[src/rtl/lcd_access_arbiter.sv]
// lcd_access_arbiter: shares the LCD character-write port between full-screen
// refreshes (priority) and single keystrokes. It also owns the bottom-row cursor.
// Optional feature: define LCD_ACCESS_BACKSPACE_EN to make 8'h08 erase the
// character before the cursor.
module lcd_access_arbiter #(
  parameter int LINE_CHARS = 16
) (
  input  logic                      clock,
  input  logic                      reset,
  input  logic                      refresh_req,
  input  logic [8*LINE_CHARS-1:0]   refresh_top,
  input  logic [8*LINE_CHARS-1:0]   refresh_bot,
  output logic                      refresh_ack,
  input  logic                      key_valid,
  input  logic [7:0]                key_ascii,
  output logic                      key_overflow,
  output logic                      lcd_valid,
  input  logic                      lcd_ready,
  output logic [$clog2(2*LINE_CHARS)-1:0] lcd_addr,
  output logic [7:0]                lcd_char,
  output logic [$clog2(2*LINE_CHARS)-1:0] cursor,
  output logic                      busy
);
  localparam int AW = $clog2(2*LINE_CHARS);
  localparam logic [AW-1:0] L_ZERO = '0;
  localparam logic [AW-1:0] L_ONE  = AW'(1);
  localparam logic [AW-1:0] L_BOT  = AW'(LINE_CHARS);
  localparam logic [AW-1:0] L_LAST = AW'(2*LINE_CHARS-1);

  typedef enum logic [1:0] {S_IDLE, S_REFRESH, S_KEY} state_t;

  state_t                  r_state, w_state_n;
  logic [16*LINE_CHARS-1:0] r_rows;          // {bot, top}: byte index == address
  logic [AW-1:0]           r_idx, w_idx_n, w_idx_inc;
  logic [AW-1:0]           r_cursor, w_cursor_n, w_cursor_adv;
  logic [AW-1:0]           r_addr, w_addr_n, w_key_addr;
  logic [7:0]              r_char, w_char_n, w_key_char;
  logic [7:0]              r_key_data;
  logic                    r_valid, w_valid_n, r_ack, w_ack_n;
  logic                    r_key_full, r_ovf, r_busy;
  logic                    w_drain, w_ovf_clr, w_load;
  logic                    w_print, w_bs, w_key_wr;

  // Classify the buffered key and precompute where/what it writes.
  always_comb begin
    w_print = (r_key_data >= 8'h20) && (r_key_data <= 8'h7E);
`ifdef LCD_ACCESS_BACKSPACE_EN
    w_bs = (r_key_data == 8'h08) && (r_cursor != L_BOT);
`else
    w_bs = 1'b0;
`endif
    w_key_wr     = w_print | w_bs;
    w_key_addr   = w_bs ? (r_cursor - L_ONE) : r_cursor;
    w_key_char   = w_bs ? 8'h20 : r_key_data;
    // Backspace leaves the cursor on the blanked cell; printables advance and wrap.
    w_cursor_adv = w_bs ? w_key_addr : ((r_cursor == L_LAST) ? L_BOT : (r_cursor + L_ONE));
    w_idx_inc    = r_idx + L_ONE;
  end

  // Next-state and next-output logic; outputs are loaded one cycle ahead so they register.
  always_comb begin
    w_state_n  = r_state;
    w_idx_n    = r_idx;
    w_cursor_n = r_cursor;
    w_addr_n   = r_addr;
    w_char_n   = r_char;
    w_valid_n  = r_valid;
    w_ack_n    = 1'b0;
    w_drain    = 1'b0;
    w_ovf_clr  = 1'b0;
    w_load     = 1'b0;
    case (r_state)
      S_IDLE: begin
        if (refresh_req) begin
          w_load    = 1'b1;
          w_ack_n   = 1'b1;
          w_idx_n   = L_ZERO;
          w_valid_n = 1'b1;
          w_addr_n  = L_ZERO;
          w_char_n  = refresh_top[7:0];
          w_state_n = S_REFRESH;
        end else if (r_key_full) begin
          w_state_n = S_KEY;
          if (w_key_wr) begin
            w_valid_n = 1'b1;
            w_addr_n  = w_key_addr;
            w_char_n  = w_key_char;
          end
        end
      end
      S_REFRESH: begin
        if (r_valid && lcd_ready) begin
          if (r_idx == L_LAST) begin
            w_valid_n  = 1'b0;
            w_cursor_n = L_BOT;
            w_ovf_clr  = 1'b1;
            w_state_n  = S_IDLE;
          end else begin
            w_idx_n  = w_idx_inc;
            w_addr_n = w_idx_inc;
            w_char_n = r_rows[{w_idx_inc, 3'b000} +: 8];
          end
        end
      end
      S_KEY: begin
        // Non-writing keys never raised lcd_valid: consume them immediately.
        if (!r_valid) begin
          w_drain   = 1'b1;
          w_state_n = S_IDLE;
        end else if (lcd_ready) begin
          w_drain    = 1'b1;
          w_valid_n  = 1'b0;
          w_cursor_n = w_cursor_adv;
          w_state_n  = S_IDLE;
        end
      end
      default: w_state_n = S_IDLE;
    endcase
  end

  // State, output and key-buffer registers.
  always_ff @(posedge clock or posedge reset) begin
    if (reset) begin
      r_state    <= S_IDLE;
      r_rows     <= '0;
      r_idx      <= L_ZERO;
      r_cursor   <= L_BOT;
      r_addr     <= L_ZERO;
      r_char     <= 8'h20;
      r_valid    <= 1'b0;
      r_ack      <= 1'b0;
      r_busy     <= 1'b0;
      r_key_full <= 1'b0;
      r_key_data <= 8'h00;
      r_ovf      <= 1'b0;
    end else begin
      r_state  <= w_state_n;
      r_idx    <= w_idx_n;
      r_cursor <= w_cursor_n;
      r_addr   <= w_addr_n;
      r_char   <= w_char_n;
      r_valid  <= w_valid_n;
      r_ack    <= w_ack_n;
      r_busy   <= (w_state_n != S_IDLE);
      if (w_load) r_rows <= {refresh_bot, refresh_top};
      if (w_ovf_clr) r_ovf <= 1'b0;
      // A key landing on the draining edge refills the buffer instead of overflowing.
      if (w_drain) begin
        r_key_full <= key_valid;
        if (key_valid) r_key_data <= key_ascii;
      end else if (key_valid) begin
        if (!r_key_full) begin
          r_key_full <= 1'b1;
          r_key_data <= key_ascii;
        end else begin
          r_ovf <= 1'b1;
        end
      end
    end
  end

  assign refresh_ack  = r_ack;
  assign key_overflow = r_ovf;
  assign lcd_valid    = r_valid;
  assign lcd_addr     = r_addr;
  assign lcd_char     = r_char;
  assign cursor       = r_cursor;
  assign busy         = r_busy;
endmodule

[config.mk]
export PLATFORM = sky130hd
export DESIGN_NAME = lcd_access_arbiter
export DESIGN_NICKNAME = d
export VERILOG_FILES = /design/src/rtl/lcd_access_arbiter.sv
export SDC_FILE = /design/constraint.sdc
export NUM_CORES = 1
export LEC_CHECK = 0
export BUFFER_PORTS_ARGS = -buffer_cell sky130_fd_sc_hd__buf_2
export CAP_MARGIN = 20
export CORE_MARGIN = 3
export CORE_UTILIZATION = 25
export CTS_CLUSTER_SIZE = 12
export DETAILED_ROUTE_END_ITERATION = 8
export PLACE_DENSITY = 0.41
export RECOVER_POWER = 100
export SETUP_SLACK_MARGIN = 0.05
export SYNTH_ARGS = -nofsm -noshare
export SYNTH_HDL_FRONTEND = slang
export SYNTH_SLANG_ARGS = --single-unit
[constraint.sdc]
create_clock -name clock -period 34.6 [get_ports clock]
set_input_delay 8.65 -clock clock [delete_from_list [all_inputs] [get_ports clock]]
set_output_delay 8.65 -clock clock [all_outputs]
set_load 0.03 [all_outputs]
==> results of run 1 <==
==> placed cells by master, fill, tap and decap left out, drive strengths merged, types with 6 or more instances in the layout <==
| cell type | n |
|---|---|
| nor2 | 21 |
| o21ai | 11 |
| nand4 | 15 |
| o22a | 6 |
| clkinv | 8 |
| mux2 | 265 |
| a22oi | 19 |
| mux4 | 17 |
| nand3 | 35 |
| buf | 277 |
| dfrtp | 292 |
| o211ai | 13 |
| a32oi | 17 |
| a21oi | 6 |
| nor2b | 6 |
| mux2i | 63 |
| nand2 | 104 |
| clkbuf | 87 |
| a31oi | 8 |
| o2111ai | 6 |
==> final cells by class <==
type                    instances  area, um2
diodes                          3       7.51
clock buffers                  58       1190
clock inverters                12        141
fillers                      5488      36200
inverters                       5       20.0
multi-input cells             643       5710
flip-flops and latches        294       7360
well taps                     688        861
repair buffers                306       1520
==> worst max path at each step <==
stage	to	slack, ns	cells after the start
2_1_floorplan	busy	17.83	1
3_3_place_gp	r_rows[127]	22.99	6
3_5_place_dp	r_rows[127]	22.97	6
4_1_cts	r_rows[99]	23.56	6
5_1_grt	r_rows[224]	12.88	6
6_report	r_rows[127]	14.12	6
==> logic make-up (layout without fill, tap and decap cells) <==
| group | Yosys count | after routing | synth area share, % |
|---|---|---|---|
| flops | 294 | 294 | 54.6 |
| buf+inv | 73 | 381 | 3.14 |
| mux | 345 | 345 | 29.8 |
| other cells | 0 | 3 | 0 |
| fa+ha+maj | 3 | 3 | 0.279 |
| compound gates | 94 | 94 | 5.17 |
| simple gates | 197 | 197 | 6.65 |
| xor+xnor | 4 | 4 | 0.316 |
==> sequential cells by signal (all words and copies together), names as in the netlist <==
register	cells
r_rows	256
lcd_char	8
r_key_data	8
cursor	5
lcd_addr	5
r_idx	5
r_state	2
busy	1
key_overflow	1
lcd_valid	1
r_key_full	1
refresh_ack	1
==> through the flow <==
| step | power [mW] | hold WS [ns] | utilization, % | area [um2] |
|---|---|---|---|---|
| 2_1_floorplan | 1.09 | 0.472 | - | 13500 |
| 3_3_place_gp | 1.27 | 0.482 | 29.4 | 15600 |
| 3_5_place_dp | 1.28 | 0.490 | 29.4 | 15600 |
| 4_1_cts | 1.71 | 0.501 | 31.9 | 16900 |
| 5_1_grt | 1.84 | 0.512 | 31.7 | 16800 |
| 6_report | 1.72 | 0.499 | 31.7 | 16800 |
==> synthesized netlist by cell type, types with 2 or more instances <==
cell                        number
sky130_fd_sc_hd__nor2b_1         6
sky130_fd_sc_hd__nand3_1        35
sky130_fd_sc_hd__xor2_1          2
sky130_fd_sc_hd__buf_12          3
sky130_fd_sc_hd__and2_1          4
sky130_fd_sc_hd__mux4_2         13
sky130_fd_sc_hd__a32oi_1        17
sky130_fd_sc_hd__a22oi_1        19
sky130_fd_sc_hd__dfstp_2         2
sky130_fd_sc_hd__inv_1           5
sky130_fd_sc_hd__nor3_2          3
sky130_fd_sc_hd__dfrtp_1       292
sky130_fd_sc_hd__nand2b_1        2
sky130_fd_sc_hd__mux2i_1        63
sky130_fd_sc_hd__a21oi_1         6
sky130_fd_sc_hd__and3_1          3
sky130_fd_sc_hd__nand4_1        15
sky130_fd_sc_hd__mux2_2        265
sky130_fd_sc_hd__buf_6           5
sky130_fd_sc_hd__nand2_1       103
sky130_fd_sc_hd__nor2_1         21
sky130_fd_sc_hd__o22a_1          6
sky130_fd_sc_hd__o211ai_1       13
sky130_fd_sc_hd__ha_1            3
sky130_fd_sc_hd__buf_4           5
sky130_fd_sc_hd__a31oi_1         8
sky130_fd_sc_hd__o21ai_0        11
sky130_fd_sc_hd__o2111ai_1       6
sky130_fd_sc_hd__clkbuf_1       20
sky130_fd_sc_hd__buf_2          32
sky130_fd_sc_hd__buf_1           2
sky130_fd_sc_hd__mux4_1          4
==> layer usage <==
metal	vias to the layer above	routed length (um)
li1	4254	-
met1	4767	20300
met2	208	20700
met3	63	2220
met4	10	878
met5	-	62
==> worst register-to-register path: stages (launching register included) <==
cell,delay [ns]
sky130_fd_sc_hd__dfrtp_1,0.48
sky130_fd_sc_hd__nor3_1,0.22
sky130_fd_sc_hd__clkbuf_1,7.71
sky130_fd_sc_hd__clkbuf_1,3.00
sky130_fd_sc_hd__mux2_2,0.55
==> power breakdown <==
| part | switching (mW) | total, mW | internal (mW) |
|---|---|---|---|
| registers | 0.0942 | 0.615 | 0.521 |
| clock network | 0.160 | 0.420 | 0.260 |
| logic | 0.329 | 0.685 | 0.356 |
==> flow_results.xml, run 1 <==
<?xml version="1.0" encoding="UTF-8"?>
<metrics>
  <group name="sta">
    <metric name="timing.slew.headroom" unit="%">-646</metric>
    <metric name="portion_of_the_clock_cycle_consumed_by_the_worst_path_in_the_final_layout" unit="%">59.2</metric>
    <metric name="final_critical_path_setup_slack" unit="ns">14.12</metric>
    <metric name="tightestPinTransition" unit="ns">11.19</metric>
    <metric name="achievable-frequency" unit="GHz">0.0488</metric>
    <metric name="finalClockSkew" unit="ns">0.0186</metric>
    <metric name="finalCriticalPeriod" unit="ns">20.48</metric>
    <metric name="hold_viol" unit="">0</metric>
    <metric name="unrepaired_setup_endpoints_after_global_routing" unit="">false</metric>
    <metric name="setup_tns" unit="ns">0</metric>
    <metric name="final-max-slew-violation-count" unit="">588</metric>
    <metric name="timing.final.setup_violations" unit="">0</metric>
  </group>
  <group name="floorplanning">
    <metric name="fp.dieArea" unit="um2">56700</metric>
    <metric name="initial_core_util" unit="%">25.4</metric>
    <metric name="die_h" unit="um">238</metric>
    <metric name="io-pin-count" unit="">291</metric>
    <metric name="std_cell_rows" unit="">84</metric>
    <metric name="std_cell_core_area" unit="um2">53000</metric>
    <metric name="die_width" unit="um">238</metric>
  </group>
  <group name="synthesis">
    <metric name="synth_largest_type_area_fraction" unit="%">54.3</metric>
    <metric name="syn_inst" unit="">1010</metric>
    <metric name="synth-async-reset-ratio" unit="%">100</metric>
    <metric name="synth_enable_flop_cells" unit="">0</metric>
    <metric name="synth.yosys.seq_area_share" unit="%">54.6</metric>
    <metric name="synthesis.area_per_instance" unit="um2">13.3</metric>
    <metric name="synth-main-ff-cell" unit="">sky130_fd_sc_hd__dfrtp_1</metric>
    <metric name="postSynthNetCount" unit="">1282</metric>
    <metric name="synth.largest_area_cell" unit="">sky130_fd_sc_hd__dfrtp_1</metric>
    <metric name="ys.warnings.count" unit="">0</metric>
    <metric name="ys_top_cells_by_area" unit="">sky130_fd_sc_hd__dfrtp_1, sky130_fd_sc_hd__mux2_2, sky130_fd_sc_hd__mux2i_1</metric>
    <metric name="synth.ff_latch_count" unit="">294</metric>
    <metric name="synth.distinct_cells" unit="">48</metric>
    <metric name="synthesis.area" unit="um2">13500</metric>
  </group>
  <group name="cts">
    <metric name="clock_sinks" unit="">294</metric>
    <metric name="cts_hold_buf" unit="">0</metric>
    <metric name="cts_resizes" unit="">0</metric>
    <metric name="worstSkewPairLatency" unit="ns">0.55</metric>
    <metric name="ctsRootBufferMaster" unit="">sky130_fd_sc_hd__clkbuf_16</metric>
    <metric name="cts.clk_slew.worst_paths" unit="ns">0.06</metric>
    <metric name="cts-htree-levels" unit="">2</metric>
    <metric name="postCtsSetupRepairBufs" unit="">0</metric>
    <metric name="cts_inserted_buffers" unit="">39</metric>
    <metric name="tritoncts" unit="">yes</metric>
    <metric name="ctsLongestPathBuffers" unit="">3</metric>
  </group>
  <group name="global_routing">
    <metric name="antenna_violations_before_repair" unit="">10</metric>
    <metric name="global_route.overflow_total" unit="">0</metric>
    <metric name="grt.met3_usage" unit="%">3.39</metric>
    <metric name="grt_pass1_vias" unit="">9898</metric>
    <metric name="groute.layer.met2.usage" unit="%">24.7</metric>
    <metric name="pin_count_of_the_biggest_net_entering_global_routing" unit="">193</metric>
    <metric name="track_usage" unit="%">15.5</metric>
    <metric name="grt_busiest_layer" unit="">met2</metric>
    <metric name="grt_use_met1" unit="%">21.4</metric>
    <metric name="first_pass_grt_wire_length" unit="um">65400</metric>
  </group>
  <group name="setup_path">
    <metric name="worst_setup_path_start_kind" unit="">primary input</metric>
    <metric name="crit_path_top_delay_cell" unit="">sky130_fd_sc_hd__clkbuf_1</metric>
    <metric name="arrival" unit="ns">20.90</metric>
    <metric name="r2r-end" unit="">r_rows[127]</metric>
    <metric name="worst_ep_required_time" unit="ns">35.02</metric>
    <metric name="worstPathBufferInverterCount" unit="">4</metric>
    <metric name="worst-r2r-cell-count" unit="">4</metric>
    <metric name="worstSetupStartpoint" unit="">refresh_req</metric>
    <metric name="startpoint_to_endpoint_class_of_the_critical_path" unit="">in2reg</metric>
    <metric name="r2r_start" unit="">r_state[1]</metric>
    <metric name="cpMostUsedCell" unit="">sky130_fd_sc_hd__clkbuf_1</metric>
    <metric name="critical_path_peak_fanout" unit="">192</metric>
    <metric name="max_stage_delay" unit="ns">7.71</metric>
    <metric name="cp_top_family" unit="">buffers and inverters</metric>
    <metric name="regToRegSetupSlack" unit="ns">22.53</metric>
    <metric name="critical_path_end_type" unit="">flip-flop</metric>
    <metric name="worstPathCellList" unit="">clkbuf_1 -&gt; inv_1 -&gt; nor3_1 -&gt; clkbuf_1 -&gt; clkbuf_1 -&gt; mux2_2</metric>
  </group>
  <group name="route">
    <metric name="total_wirelength_of_the_detailed_routed_design" unit="um">44100</metric>
    <metric name="post_drt_wl_per_cell" unit="um">22.0</metric>
    <metric name="drt_first_pass_iters" unit="">4</metric>
    <metric name="remaining_drc_errors" unit="">0</metric>
    <metric name="post_drt_via_cell_ratio" unit="">4.63</metric>
    <metric name="initial_drc_count" unit="">443</metric>
    <metric name="vias" unit="">9302</metric>
    <metric name="final_antenna_net_count" unit="">0</metric>
  </group>
  <group name="power">
    <metric name="total_leakage_power" unit="nW">7.22</metric>
    <metric name="total_power_divided_by_cell_area" unit="nW/um2">102</metric>
    <metric name="max-vdd-ir-drop" unit="uV">47.4</metric>
  </group>
  <group name="placement">
    <metric name="place_congestion" unit="">0.732</metric>
    <metric name="port_buffers" unit="">290</metric>
    <metric name="dp_worst_setup_slack" unit="ns">22.97</metric>
    <metric name="dp_hpwl" unit="um">30500</metric>
    <metric name="numPlacedInstances" unit="">1936</metric>
  </group>
  <group name="hold_path">
    <metric name="worstHoldEndpoint" unit="">r_rows[18]</metric>
    <metric name="holdPathStages" unit="">1</metric>
    <metric name="min_path_type" unit="">reg2reg</metric>
    <metric name="hp-start" unit="">r_rows[18]</metric>
  </group>
  <group name="status">
    <metric name="result_of_the_run" unit="">finished with violations</metric>
    <metric name="violations" unit="">max-capacitance violations, max-slew violations</metric>
  </group>
  <group name="flow_run">
    <metric name="total_of_max_cap_violations" unit="">7</metric>
  </group>
  <group name="layout">
    <metric name="flow.area_growth_from_synthesis" unit="%">24.8</metric>
    <metric name="design.final.nets" unit="">1561</metric>
    <metric name="post_route_cells_drive_above_1_share" unit="%">47.8</metric>
    <metric name="stdcell_count" unit="">2009</metric>
  </group>
</metrics>
(Power assumes the default switching activity.)
==> run 2: changes to the inputs <==
- PLACE_DENSITY: 0.41 -> 0.42
- clock period: 34.6 -> 17.5 ns (I/O delays scaled with it)
==> run 2 against run 1 <==
Compared with the run above:
- the run still ends with max-capacitance violations, max-slew violations left
- clock power rose by 89%
- sequential cell count did not move
- highest routed layer unchanged
- via count fell by 0.78%
- worst setup slack got worse by 6.9 ns
- non-clock buffer count rose by 2
- global-route usage rose by 0.10 points
- largest cell class unchanged
==> flow_results.xml, run 2 (synthesis gave the netlist of run 1 again) <==
<?xml version="1.0" encoding="UTF-8"?>
<metrics>
  <group name="floorplanning">
    <metric name="std_cell_rows" unit="">84</metric>
    <metric name="die_width" unit="um">238</metric>
    <metric name="die_h" unit="um">238</metric>
    <metric name="io-pin-count" unit="">291</metric>
    <metric name="fp.dieArea" unit="um2">56700</metric>
    <metric name="initial_core_util" unit="%">25.4</metric>
    <metric name="std_cell_core_area" unit="um2">53000</metric>
  </group>
  <group name="placement">
    <metric name="port_buffers" unit="">290</metric>
    <metric name="dp_worst_setup_slack" unit="ns">10.14</metric>
    <metric name="dpl-instance-area" unit="um2">15600</metric>
    <metric name="place_congestion" unit="">0.736</metric>
    <metric name="dp_hpwl" unit="um">31000</metric>
  </group>
  <group name="sta">
    <metric name="timing.slew.headroom" unit="%">-204</metric>
    <metric name="final-max-slew-violation-count" unit="">235</metric>
    <metric name="timing.final.setup_violations" unit="">0</metric>
    <metric name="unrepaired_setup_endpoints_after_global_routing" unit="">false</metric>
    <metric name="tightestPinTransition" unit="ns">4.54</metric>
    <metric name="finalCriticalPeriod" unit="ns">10.26</metric>
    <metric name="finalClockSkew" unit="ns">0.0145</metric>
    <metric name="final_critical_path_setup_slack" unit="ns">7.24</metric>
    <metric name="setup_tns" unit="ns">0</metric>
    <metric name="hold_viol" unit="">0</metric>
    <metric name="portion_of_the_clock_cycle_consumed_by_the_worst_path_in_the_final_layout" unit="%">58.6</metric>
    <metric name="achievable-frequency" unit="GHz">0.0974</metric>
  </group>
  <group name="layout">
    <metric name="layout_common_cells" unit="">sky130_fd_sc_hd__dfrtp_1, sky130_fd_sc_hd__buf_2, sky130_fd_sc_hd__mux2_2</metric>
    <metric name="design.final.nets" unit="">1562</metric>
    <metric name="post_route_cells_drive_above_1_share" unit="%">47.8</metric>
    <metric name="flow.area_growth_from_synthesis" unit="%">24.7</metric>
    <metric name="most_common_cell_after_layout_fill_and_taps_aside" unit="">sky130_fd_sc_hd__dfrtp_1</metric>
    <metric name="largest_reg_flops" unit="">256</metric>
    <metric name="stdcell_area" unit="um2">16800</metric>
    <metric name="layout.core_utilization" unit="%">31.7</metric>
    <metric name="largest-register" unit="">r_rows</metric>
  </group>
  <group name="power">
    <metric name="pwr_total" unit="mW">3.28</metric>
    <metric name="total_power_divided_by_cell_area" unit="nW/um2">195</metric>
    <metric name="max-vdd-ir-drop" unit="uV">83.2</metric>
    <metric name="total_leakage_power" unit="nW">7.21</metric>
  </group>
  <group name="global_routing">
    <metric name="global_route.overflow_total" unit="">0</metric>
    <metric name="pin_count_of_the_biggest_net_entering_global_routing" unit="">187</metric>
    <metric name="grt_pass1_vias" unit="">10000</metric>
    <metric name="antenna_violations_before_repair" unit="">9</metric>
    <metric name="track_usage" unit="%">15.6</metric>
    <metric name="first_pass_grt_wire_length" unit="um">65600</metric>
  </group>
  <group name="route">
    <metric name="vias" unit="">9229</metric>
    <metric name="initial_drc_count" unit="">567</metric>
    <metric name="post_drt_via_cell_ratio" unit="">4.59</metric>
    <metric name="post_drt_wl_per_cell" unit="um">22.0</metric>
    <metric name="final_antenna_net_count" unit="">0</metric>
    <metric name="drt_first_pass_iters" unit="">4</metric>
    <metric name="total_wirelength_of_the_detailed_routed_design" unit="um">44300</metric>
    <metric name="remaining_drc_errors" unit="">0</metric>
  </group>
  <group name="setup_path">
    <metric name="worst_ep_required_time" unit="ns">17.36</metric>
    <metric name="critical_path_peak_fanout" unit="">99</metric>
    <metric name="startpoint_to_endpoint_class_of_the_critical_path" unit="">in2async</metric>
    <metric name="worst_setup_path_start_kind" unit="">primary input</metric>
    <metric name="crit_path_top_delay_cell" unit="">sky130_fd_sc_hd__clkbuf_1</metric>
    <metric name="arrival" unit="ns">10.12</metric>
    <metric name="worstPathCellList" unit="">buf_2 -&gt; clkinvlp_2 -&gt; clkbuf_1 -&gt; clkbuf_1</metric>
    <metric name="cpMostUsedCell" unit="">sky130_fd_sc_hd__clkbuf_1</metric>
    <metric name="critical_path_end_type" unit="">asynchronous set/reset pin</metric>
    <metric name="max_stage_delay" unit="ns">2.48</metric>
  </group>
  <group name="cts">
    <metric name="cts_resizes" unit="">0</metric>
    <metric name="ctsRootBufferMaster" unit="">sky130_fd_sc_hd__clkbuf_16</metric>
    <metric name="tritoncts" unit="">yes</metric>
    <metric name="ctsLongestPathBuffers" unit="">3</metric>
    <metric name="clock_sinks" unit="">294</metric>
    <metric name="cts.clk_slew.worst_paths" unit="ns">0.06</metric>
    <metric name="worstSkewPairLatency" unit="ns">0.54</metric>
    <metric name="cts-htree-levels" unit="">2</metric>
    <metric name="postCtsSetupRepairBufs" unit="">0</metric>
    <metric name="cts_inserted_buffers" unit="">38</metric>
    <metric name="cts_hold_buf" unit="">0</metric>
  </group>
  <group name="hold_path">
    <metric name="min_path_type" unit="">reg2reg</metric>
  </group>
  <group name="flow_run">
    <metric name="total_of_max_cap_violations" unit="">3</metric>
  </group>
  <group name="status">
    <metric name="result_of_the_run" unit="">finished with violations</metric>
    <metric name="violations" unit="">max-capacitance violations, max-slew violations</metric>
  </group>
</metrics>
## run 2: cell types whose count changed in the layout (fill, tap and decap cells not counted), sizes merged
cell / change
clkbuf: -5
buf: +4
clkinvlp: -1
diode: +1
inv: +1
## run 2: per-layer routing
layer | global-route usage [%] | up-vias | share of wire (%)
li1 | - | 4278 | -
met1 | 20.9 | 4712 | 46
met2 | 24.9 | 178 | 47
met3 | 4.09 | 55 | 5.3
met4 | 4.16 | 6 | 1.9
met5 | 0 | - | 0.093
## run 2: path summary, 6_finish.rpt
check,slack [ns],to,depth (start not counted),startpoint
max,7.24,cursor[0],4,reset
min,0.50,r_rows[47],1,r_rows[47]
max reg2reg,12.12,r_rows[233],4,r_state[1]
min reg2reg,0.50,r_rows[47],1,r_rows[47]
max in group clock,8.04,r_rows[233],6,refresh_req
min in group asynchronous,5.16,r_rows[234],2,reset
## run 2: worst max-delay path, delay by kind of cell
kind,cells,cell delay [ns]
buffers and inverters,4,5.70
## run 2: layout make-up
type | count | area [um2]
clock buffer | 55 | 1120
tap | 688 | 861
timing repair buffer | 308 | 1580
multi-input combinational | 643 | 5710
antenna | 4 | 10.0
clock inverter | 12 | 139
inverter | 5 | 20.0
sequential | 294 | 7360
fill | 5454 | 36200
## run 2: metrics by stage
step                      hold slack [ns]  instances
after global placement              0.484       1937
final                               0.500       2009
after global routing                0.512       2009
after CTS                           0.503       2004
after floorplan                     0.472       1010
after detailed placement            0.491       1937
## run 2: report_power, final
group	switching [mW]	leakage, nW	internal [mW]
Clock	0.307	0.626	0.486
Combinational	0.646	3.12	0.624
Sequential	0.187	3.47	1.03
Total	1.14	7.21	2.14
==> run 3: changes to the inputs <==
- ABC_AREA: not set -> 1
- PLACE_DENSITY: 0.42 -> 0.41
- clock period: 17.5 -> 9.6 ns (I/O delays scaled with it)
==> run 3 against run 2 <==
Compared with the run above:
- the flow still finishes with violations (max-capacitance violations, max-slew violations)
- cell count rose by 45%
- sequential share of layout area fell by 1.8 points
- synthesized cell count grew 89%
- sequential power up 17%
- clock-buffer cell count increased by 2
- register-to-register slack worse by 8.7 ns
- combinational power up 61%
- wire length up 17%
- critical path type is now reg2reg
- critical endpoint is now lcd_char[1]
==> flow_results.xml, run 3 <==
<?xml version="1.0" encoding="UTF-8"?>
<metrics>
  <group name="synthesis">
    <metric name="synth_largest_type_area_fraction" unit="%">51.4</metric>
    <metric name="synth.yosys.seq_area_share" unit="%">51.8</metric>
    <metric name="synth-main-ff-cell" unit="">sky130_fd_sc_hd__dfrtp_1</metric>
    <metric name="synthesis.area_per_instance" unit="um2">7.45</metric>
    <metric name="synth.ff_latch_count" unit="">294</metric>
    <metric name="synthesis.area" unit="um2">14200</metric>
    <metric name="ys.warnings.count" unit="">0</metric>
    <metric name="ys_top_cells_by_area" unit="">sky130_fd_sc_hd__dfrtp_1, sky130_fd_sc_hd__nand2_1, sky130_fd_sc_hd__o21ai_0</metric>
    <metric name="synthMostInstantiatedCell" unit="">sky130_fd_sc_hd__nand2_1</metric>
    <metric name="synth-async-reset-ratio" unit="%">100</metric>
    <metric name="synth.largest_area_cell" unit="">sky130_fd_sc_hd__dfrtp_1</metric>
    <metric name="synth.distinct_cells" unit="">32</metric>
    <metric name="syn_inst" unit="">1909</metric>
    <metric name="postSynthNetCount" unit="">2181</metric>
    <metric name="synth_enable_flop_cells" unit="">0</metric>
    <metric name="ys_top_cells_by_count" unit="">sky130_fd_sc_hd__nand2_1, sky130_fd_sc_hd__dfrtp_1, sky130_fd_sc_hd__inv_1</metric>
  </group>
  <group name="setup_path">
    <metric name="arrival" unit="ns">6.62</metric>
    <metric name="crit_path_top_delay_cell" unit="">sky130_fd_sc_hd__clkbuf_1</metric>
    <metric name="critical_path_peak_fanout" unit="">96</metric>
    <metric name="worstPathBufferInverterCount" unit="">3</metric>
    <metric name="cp_top_family" unit="">buffers and inverters</metric>
    <metric name="worst_setup_path_start_kind" unit="">flip-flop</metric>
    <metric name="critical_path_end_type" unit="">flip-flop</metric>
    <metric name="worstPathCellList" unit="">buf_4 -&gt; clkbuf_1 -&gt; o211ai_1 -&gt; nand3_1 -&gt; nand3_1 -&gt; nand2_1 -&gt; nand2_1 -&gt; nand3_1 -&gt; nand2_1 -&gt; inv_1</metric>
    <metric name="worst_ep_required_time" unit="ns">10.09</metric>
    <metric name="max_stage_delay" unit="ns">3.25</metric>
    <metric name="startpoint_to_endpoint_class_of_the_critical_path" unit="">reg2reg</metric>
    <metric name="crit_cells" unit="">10</metric>
    <metric name="worst-r2r-cell-count" unit="">10</metric>
  </group>
  <group name="cts">
    <metric name="cts_resizes" unit="">0</metric>
    <metric name="cts.clk_slew.worst_paths" unit="ns">0.06</metric>
    <metric name="ctsLongestPathBuffers" unit="">3</metric>
    <metric name="ctsRootBufferMaster" unit="">sky130_fd_sc_hd__clkbuf_16</metric>
    <metric name="tritoncts" unit="">yes</metric>
    <metric name="postCtsSetupRepairBufs" unit="">0</metric>
    <metric name="cts_inserted_buffers" unit="">39</metric>
    <metric name="worstSkewPairLatency" unit="ns">0.56</metric>
    <metric name="clock_sinks" unit="">294</metric>
    <metric name="cts_hold_buf" unit="">0</metric>
    <metric name="cts-htree-levels" unit="">2</metric>
  </group>
  <group name="sta">
    <metric name="setup_tns" unit="ns">0</metric>
    <metric name="timing.slew.headroom" unit="%">-204</metric>
    <metric name="tightestPinTransition" unit="ns">4.56</metric>
    <metric name="unrepaired_setup_endpoints_after_global_routing" unit="">false</metric>
    <metric name="finalClockSkew" unit="ns">0.0202</metric>
    <metric name="hold_ws" unit="ns">0.467</metric>
    <metric name="achievable-frequency" unit="GHz">0.163</metric>
    <metric name="finalCriticalPeriod" unit="ns">6.13</metric>
    <metric name="timing.final.setup_violations" unit="">0</metric>
    <metric name="final-max-slew-violation-count" unit="">190</metric>
    <metric name="portion_of_the_clock_cycle_consumed_by_the_worst_path_in_the_final_layout" unit="%">63.9</metric>
    <metric name="hold_viol" unit="">0</metric>
  </group>
  <group name="floorplanning">
    <metric name="std_cell_core_area" unit="um2">55600</metric>
    <metric name="io-pin-count" unit="">291</metric>
    <metric name="fp.dieArea" unit="um2">59800</metric>
    <metric name="die_h" unit="um">244</metric>
    <metric name="std_cell_rows" unit="">86</metric>
    <metric name="die_width" unit="um">244</metric>
    <metric name="initial_core_util" unit="%">25.6</metric>
  </group>
  <group name="placement">
    <metric name="numPlacedInstances" unit="">2850</metric>
    <metric name="place_congestion" unit="">0.780</metric>
    <metric name="dp_hpwl" unit="um">35100</metric>
    <metric name="port_buffers" unit="">290</metric>
  </group>
  <group name="route">
    <metric name="remaining_drc_errors" unit="">0</metric>
    <metric name="vias" unit="">12800</metric>
    <metric name="drt_first_pass_iters" unit="">5</metric>
    <metric name="total_wirelength_of_the_detailed_routed_design" unit="um">51700</metric>
    <metric name="post_drt_wl_per_cell" unit="um">17.7</metric>
    <metric name="post_drt_via_cell_ratio" unit="">4.39</metric>
    <metric name="initial_drc_count" unit="">786</metric>
    <metric name="final_antenna_net_count" unit="">0</metric>
  </group>
  <group name="status">
    <metric name="violations" unit="">max-capacitance violations, max-slew violations</metric>
    <metric name="result_of_the_run" unit="">finished with violations</metric>
  </group>
  <group name="layout">
    <metric name="antennaDiodeCount" unit="">0</metric>
    <metric name="fillers" unit="">6172</metric>
    <metric name="layout_common_cells" unit="">sky130_fd_sc_hd__nand2_1, sky130_fd_sc_hd__dfrtp_1, sky130_fd_sc_hd__buf_2</metric>
    <metric name="ff_latch_area" unit="um2">7360</metric>
    <metric name="layout.core_utilization" unit="%">31.5</metric>
    <metric name="multi_input_area" unit="um2">5530</metric>
    <metric name="largest_reg_flops" unit="">256</metric>
    <metric name="design.final.nets" unit="">2416</metric>
    <metric name="largest-register" unit="">r_rows</metric>
    <metric name="flow.area_growth_from_synthesis" unit="%">23.3</metric>
    <metric name="post_route_cells_drive_above_1_share" unit="%">16.9</metric>
    <metric name="most_common_cell_after_layout_fill_and_taps_aside" unit="">sky130_fd_sc_hd__nand2_1</metric>
    <metric name="stdcell_count" unit="">2920</metric>
  </group>
  <group name="power">
    <metric name="total_leakage_power" unit="nW">8.79</metric>
    <metric name="max-vdd-ir-drop" unit="uV">210</metric>
    <metric name="total_power_divided_by_cell_area" unit="nW/um2">280</metric>
  </group>
  <group name="global_routing">
    <metric name="global_route.overflow_total" unit="">0</metric>
    <metric name="pin_count_of_the_biggest_net_entering_global_routing" unit="">272</metric>
    <metric name="track_usage" unit="%">17.3</metric>
    <metric name="antenna_violations_before_repair" unit="">1</metric>
    <metric name="first_pass_grt_wire_length" unit="um">79500</metric>
    <metric name="grt_pass1_vias" unit="">13100</metric>
  </group>
  <group name="hold_path">
    <metric name="min_path_type" unit="">reg2reg</metric>
    <metric name="holdPathStages" unit="">2</metric>
  </group>
  <group name="flow_run">
    <metric name="total_of_max_cap_violations" unit="">3</metric>
  </group>
</metrics>
-- run 3: cell count changes after synthesis, moves of 17 or more --
cell / previous run / this run
sky130_fd_sc_hd__nand2_1: 103 / 685
sky130_fd_sc_hd__mux2_2: 265 / 6
sky130_fd_sc_hd__inv_1: 5 / 231
sky130_fd_sc_hd__o21ai_0: 11 / 224
sky130_fd_sc_hd__nand3_1: 35 / 191
sky130_fd_sc_hd__nor2_1: 21 / 109
sky130_fd_sc_hd__mux2i_1: 63 / 1
sky130_fd_sc_hd__clkbuf_1: 20 / 53
sky130_fd_sc_hd__buf_2: 32 / 53
sky130_fd_sc_hd__a22oi_1: 19 / 0
sky130_fd_sc_hd__a32oi_1: 17 / 0
-- run 3: path summary, 6_finish.rpt --
path	from	slack, ns	endpoint
max in group asynchronous	reset	4.83	r_rows[13]
max	r_idx[0]	3.47	lcd_char[1]
max reg2reg	r_idx[0]	3.47	lcd_char[1]
min	r_rows[139]	0.47	r_rows[139]
min in group asynchronous	reset	2.08	r_rows[169]
min reg2reg	r_rows[139]	0.47	r_rows[139]
-- run 3: worst min-delay path: stages, from the launching register on --
cell	delay, ns
sky130_fd_sc_hd__dfrtp_1	0.34
sky130_fd_sc_hd__nand2_1	0.05
sky130_fd_sc_hd__nand2_1	0.04
-- run 3: through the flow --
step	worst slack [ns]	total power, mW	cell area (um2)
floorplan	3.30	2.66	14200
CTS	5.55	5.02	17600
finish	3.47	4.91	17500
detailed placement	4.97	3.55	16300
global placement	5.05	3.54	16300
global route	2.85	5.28	17500
-- run 3: cells by family (layout without fill, tap and decap cells) --
group,count (synthesis),in the layout,synth area share [%]
buffers and inverters,348,611,9.68
XOR/XNOR,5,5,0.361
AO/OA/AOI/OAI,252,252,9.04
multiplexers,7,7,0.546
adder cells (fa/ha/maj),3,3,0.264
flip-flops,294,294,51.8
AND/OR/NAND/NOR,1000,1000,28.4
-- run 3: final cells by class --
type | instances | area share (%)
sequential | 294 | 42.0
multi-input combinational | 1267 | 31.5
timing repair buffer | 306 | 8.96
clock buffer | 57 | 6.41
tap | 748 | 5.34
inverter | 236 | 5.07
clock inverter | 12 | 0.714
-- run 3: power breakdown --
part	internal, mW	switching [mW]
registers	1.35	0.0687
clock network	0.866	0.577
logic	0.582	1.47
-- run 3: layer usage --
metal	global-route usage, %	part of all wire [%]
met1	24.5	48
met2	27.6	46
met3	3.14	4.7
met4	3.79	1.7
met5	0	0.015
